## config.mk

```make
export PLATFORM = sky130hd
export DESIGN_NAME = fetch_stage
export DESIGN_NICKNAME = d
export VERILOG_FILES = /design/src/rtl/fetch_stage.sv
export SDC_FILE = /design/constraint.sdc
export NUM_CORES = 1
export LEC_CHECK = 0
export ABC_CLOCK_PERIOD_IN_PS = 10300
export BUFFER_PORTS_ARGS = -buffer_cell sky130_fd_sc_hd__buf_2
export CORE_MARGIN = 2
export CORE_UTILIZATION = 54
export CTS_CLUSTER_DIAMETER = 100
export DETAILED_ROUTE_END_ITERATION = 7
export PLACE_DENSITY = 0.88
export SYNTH_ARGS = -nofsm -noshare
export SYNTH_HDL_FRONTEND = slang
export SYNTH_SLANG_ARGS = --single-unit
export TNS_END_PERCENT = 5
```

## constraint.sdc

```tcl
create_clock -name clk -period 10.3 [get_ports clk]
set_input_delay 0.515 -clock clk [delete_from_list [all_inputs] [get_ports clk]]
set_output_delay 0.515 -clock clk [all_outputs]
set_load 0.02 [all_outputs]
```

## src/rtl/fetch_stage.sv

```systemverilog
// rtl/fetch_stage.sv - RV32I instruction-fetch stage: PC, imem address, IF/ID register
//
// Owns the program counter, presents it combinationally as the instruction
// ROM address and captures the returned word into the IF/ID register.
// Redirects flush IF/ID; a misaligned redirect target halts fetch until reset.
//
// Ports:
//   clk              rising-edge clock
//   rst              asynchronous active-high reset
//   stall            hold PC and IF/ID this cycle
//   redirect_valid   taken branch/jump resolved this cycle
//   redirect_target  new PC when redirect_valid=1
//   imem_addr        instruction ROM address (= pc)
//   imem_insn        ROM read data, same cycle
//   if_id_insn       registered instruction to decode
//   if_id_pc         PC of if_id_insn
//   if_id_valid      if_id_insn is a real fetched instruction
//   fetch_fault      sticky misaligned-redirect flag
//   fetch_count      instructions captured into IF/ID (wraps)
module fetch_stage #(
   parameter int                     ADDR_WIDTH = 32,
   parameter int                     WORD_SIZE  = 32,
   parameter logic [ADDR_WIDTH-1:0]  RESET_PC   = 32'h0000_0000,
   parameter logic [WORD_SIZE-1:0]   NOP_INSN   = 32'h0000_0013
) (
   input  logic                  clk,
   input  logic                  rst,
   input  logic                  stall,
   input  logic                  redirect_valid,
   input  logic [ADDR_WIDTH-1:0] redirect_target,
   output logic [ADDR_WIDTH-1:0] imem_addr,
   input  logic [WORD_SIZE-1:0]  imem_insn,
   output logic [WORD_SIZE-1:0]  if_id_insn,
   output logic [ADDR_WIDTH-1:0] if_id_pc,
   output logic                  if_id_valid,
   output logic                  fetch_fault,
   output logic [31:0]           fetch_count
);

   typedef enum logic {S_RUN = 1'b0, S_HALT = 1'b1} state_t;

   localparam logic [ADDR_WIDTH-1:0] PC_STEP = ADDR_WIDTH'(4);

   state_t                r_state, w_nxt_state;
   logic [ADDR_WIDTH-1:0] r_pc, w_nxt_pc;
   logic [WORD_SIZE-1:0]  r_insn, w_nxt_insn;
   logic [ADDR_WIDTH-1:0] r_if_pc, w_nxt_if_pc;
   logic                  r_valid, w_nxt_valid;
   logic                  r_fault, w_nxt_fault;
   logic [31:0]           r_count, w_nxt_count;

   always_ff @(posedge clk or posedge rst) begin
      if (rst) begin
         r_state <= S_RUN;
         r_pc    <= RESET_PC;
         r_insn  <= NOP_INSN;
         r_if_pc <= '0;
         r_valid <= 1'b0;
         r_fault <= 1'b0;
         r_count <= 32'd0;
      end else begin
         r_state <= w_nxt_state;
         r_pc    <= w_nxt_pc;
         r_insn  <= w_nxt_insn;
         r_if_pc <= w_nxt_if_pc;
         r_valid <= w_nxt_valid;
         r_fault <= w_nxt_fault;
         r_count <= w_nxt_count;
      end
   end

   always_comb begin
      w_nxt_state = r_state;
      w_nxt_pc    = r_pc;
      w_nxt_insn  = r_insn;
      w_nxt_if_pc = r_if_pc;
      w_nxt_valid = r_valid;
      w_nxt_fault = r_fault;
      w_nxt_count = r_count;
      case (r_state)
         S_RUN: begin
            if (redirect_valid) begin
               // Redirect beats stall: the instruction in IF/ID is on the
               // wrong path either way, so it is always flushed.
               w_nxt_insn  = NOP_INSN;
               w_nxt_if_pc = '0;
               w_nxt_valid = 1'b0;
               if (redirect_target[1:0] == 2'b00) begin
                  w_nxt_pc = redirect_target;
               end else begin
                  // Misaligned target: keep pc, latch the fault, stop fetching.
                  w_nxt_fault = 1'b1;
                  w_nxt_state = S_HALT;
               end
            end else if (!stall) begin
               w_nxt_insn  = imem_insn;
               w_nxt_if_pc = r_pc;
               w_nxt_valid = 1'b1;
               w_nxt_pc    = r_pc + PC_STEP;
               w_nxt_count = r_count + 32'd1;
            end
         end
         S_HALT: begin
            // Only reset leaves HALT; keep a bubble in IF/ID.
            w_nxt_insn  = NOP_INSN;
            w_nxt_if_pc = '0;
            w_nxt_valid = 1'b0;
            w_nxt_fault = 1'b1;
         end
      endcase
   end

   assign imem_addr   = r_pc;
   assign if_id_insn  = r_insn;
   assign if_id_pc    = r_if_pc;
   assign if_id_valid = r_valid;
   assign fetch_fault = r_fault;
   assign fetch_count = r_count;

endmodule

```

==> qor.txt <==
Run status: finished clean
Final Core Density: 0.712
Unrepaired setup endpoints after global routing: false
Drt pass-1 iters: 5
Post-route clock skew: 0.00934 ns
Vias in the first global route: 5039
Min Tclk post-route: 2.95 ns
Htree depth: 4
Core ar.: 10400 um2
Most common cell after layout, fill and taps aside: buf_2
Worst setup path category: input port to flip-flop
IO Pins: 198
Ys async rst share: 1.00
Arrival @ worst endpoint: 3.33 ns
Die H: 108 um
Fin. Hold Viols: 0
Vias per cell: 6.09
CTS max path bufs: 2
TritonCTS Buffers: 17
Final setup fails: 0
DP HPWL: 10600 um
Worst-path fanout max: 64
Sink Count: 131
Leakage: 0.00374 uW
Final worst slack: 7.35 ns
Placer Congestion: 0.905
Reg clk slew, reported paths: 0.06 ns
Max Freq: 339 MHz
Initial antenna violation count: 0
Post-Synthesis Cell Area: 5810 um2
Total gr overflow: 0
Antenna cells: 0
FF+latch count, synth: 131
Max Cap Viol: 0
I/O Buffers: 197
Layout cells sized above 1: 0.357
Endpoint class of the critical path: flip-flop
Slew Limit Fails: 0
CTS tree: done
Worst min path class: input port to asynchronous set/reset pin
Final wirelength: 15800 um
Peak supply drop: 0.0000839 V
Wire length per cell: 18.6 um
Post-layout net count: 774
Die Area: 11600 um2
YS warnings: 0
Syn_area_per_cell: 11.2 um2
Pre-CTS WS: 6.97 ns
Number of flops mapped to enable cells by yosys: 0
Initial Util: 0.560
Largest net degree at the start of global routing: 91
Mapped Cells: 517
Detailed-route DRC error count: 0
Initial DRC Count: 484
Worst endpoint required time: 10.68 ns
Post-CTS Hold Fix Bufs: 0
Final period util: 0.286
PD cells: 162 nW/um2
Syn Nets: 587
Final ANT Viol Nets: 0
Slew headroom: 0.0835
Setup TNS Final: 0 ns
Post-cts sizing count: 0
Netlist cell types: 60
Clk_lat worst skew: 0.51 ns
Most frequent cells in the layout: buf_2 (197), dfrtp_1 (128), a22o_1 (58), nand2_1 (34), nor2_1 (29)
Layout overhead on the synthesized area: 27.3%
Sequential area share after synthesis: 0.565
Vias: 5185
Root Buffer: clkbuf_8
Wire length of the first global-routing pass: 25400 um
All-Layer GR Usage: 0.280
Worst slew pin tran: 1.37 ns
Crit start category: input port
Synth Flop Type: dfrtp_1
Die W: 108 um
Row cnt: 37
Postcts setup bufs: 0
## Yosys cell counts, drive strengths merged, types with 8 or more instances
library cell / number / area [um2]
nor3: 10 / 60.1
nand4: 15 / 93.8
nand3: 27 / 145
and3: 13 / 81.3
dfrtp: 128 / 3200
nand2: 35 / 134
a22o: 58 / 508
nor4: 11 / 111
xnor2: 23 / 201
inv: 12 / 45.0
o21ai: 22 / 110
xor2: 8 / 70.1
nor2: 30 / 113
clkbuf: 25 / 93.8
a21oi: 16 / 80.1
## routing by layer
layer	vias to the layer above	track usage	wire (um)	share of wire
met4	0	0.120	444	0.028
met5	-	0	0	0
li1	2304	-	-	-
met1	2511	0.372	6360	0.40
met2	320	0.442	7650	0.48
met3	50	0.0672	1350	0.085
## kinds of logic after synthesis
group / count (synthesis) / synth area share
adder cells (fa/ha/maj): 2 / 0.00431
multiplexers: 2 / 0.00345
flip-flops: 131 / 0.565
AO/OA/AOI/OAI: 146 / 0.189
buffers and inverters: 43 / 0.0317
AND/OR/NAND/NOR: 162 / 0.159
XOR/XNOR: 31 / 0.0468
## where the power goes
group          switching (uW)  total, uW  internal (uW)  leakage, uW
Sequential               26.1        556            530      0.00173
Combinational            60.2       95.1           34.9      0.00175
Clock                     224        548            324     0.000255
## worst max-delay path, cell delays in order
cell      delay (ns)
buf_2           0.66
nor3_4          0.08
buf_4           0.37
nor2_2          1.13
nor4_1          0.14
a311oi_1        0.31
nor2_1          0.09
## sequential cells by signal (all words and copies together), names as in the netlist
| name | flops |
|---|---|
| if_id_pc | 32 |
| fetch_fault | 1 |
| fetch_count | 32 |
| r_state | 1 |
| if_id_valid | 1 |
| if_id_insn | 32 |
| imem_addr | 32 |
## per-stage QoR
stage / instances / instance area [um2] / power [uW] / hold WS (ns)
6_report: 851 / 7390 / 1200 / 0.0405
5_1_grt: 851 / 7390 / 1240 / 0.0604
4_1_cts: 851 / 7390 / 1200 / 0.0442
3_5_place_dp: 821 / 6850 / 658 / 0.474
3_3_place_gp: 821 / 6850 / 653 / 0.450
2_1_floorplan: 517 / 5810 / 613 / 0.571
## worst paths after layout
| path | startpoint | end | slack [ns] | depth (start not counted) |
|---|---|---|---|---|
| min in group clk | imem_insn[22] | if_id_insn[22] | 0.22 | 2 |
| min reg2reg | fetch_count[31] | fetch_count[31] | 0.49 | 1 |
| max in group asynchronous | rst | imem_addr[7] | 8.79 | 3 |
| min | rst | fetch_count[30] | 0.04 | 2 |
| max | redirect_valid | imem_addr[28] | 7.35 | 7 |
| max reg2reg | r_state | imem_addr[28] | 7.51 | 6 |
## cell type report
cell class / count / area [um2]
Multi-Input combinational cell: 343 / 2350
Timing Repair Buffer: 199 / 1000
Clock buffer: 18 / 428
Fill cell: 758 / 2980
Tap cell: 136 / 170
Sequential cell: 131 / 3280
Inverter: 12 / 47.5
Clock inverter: 12 / 110
Note: power is estimated with default switching activity, not from simulation.
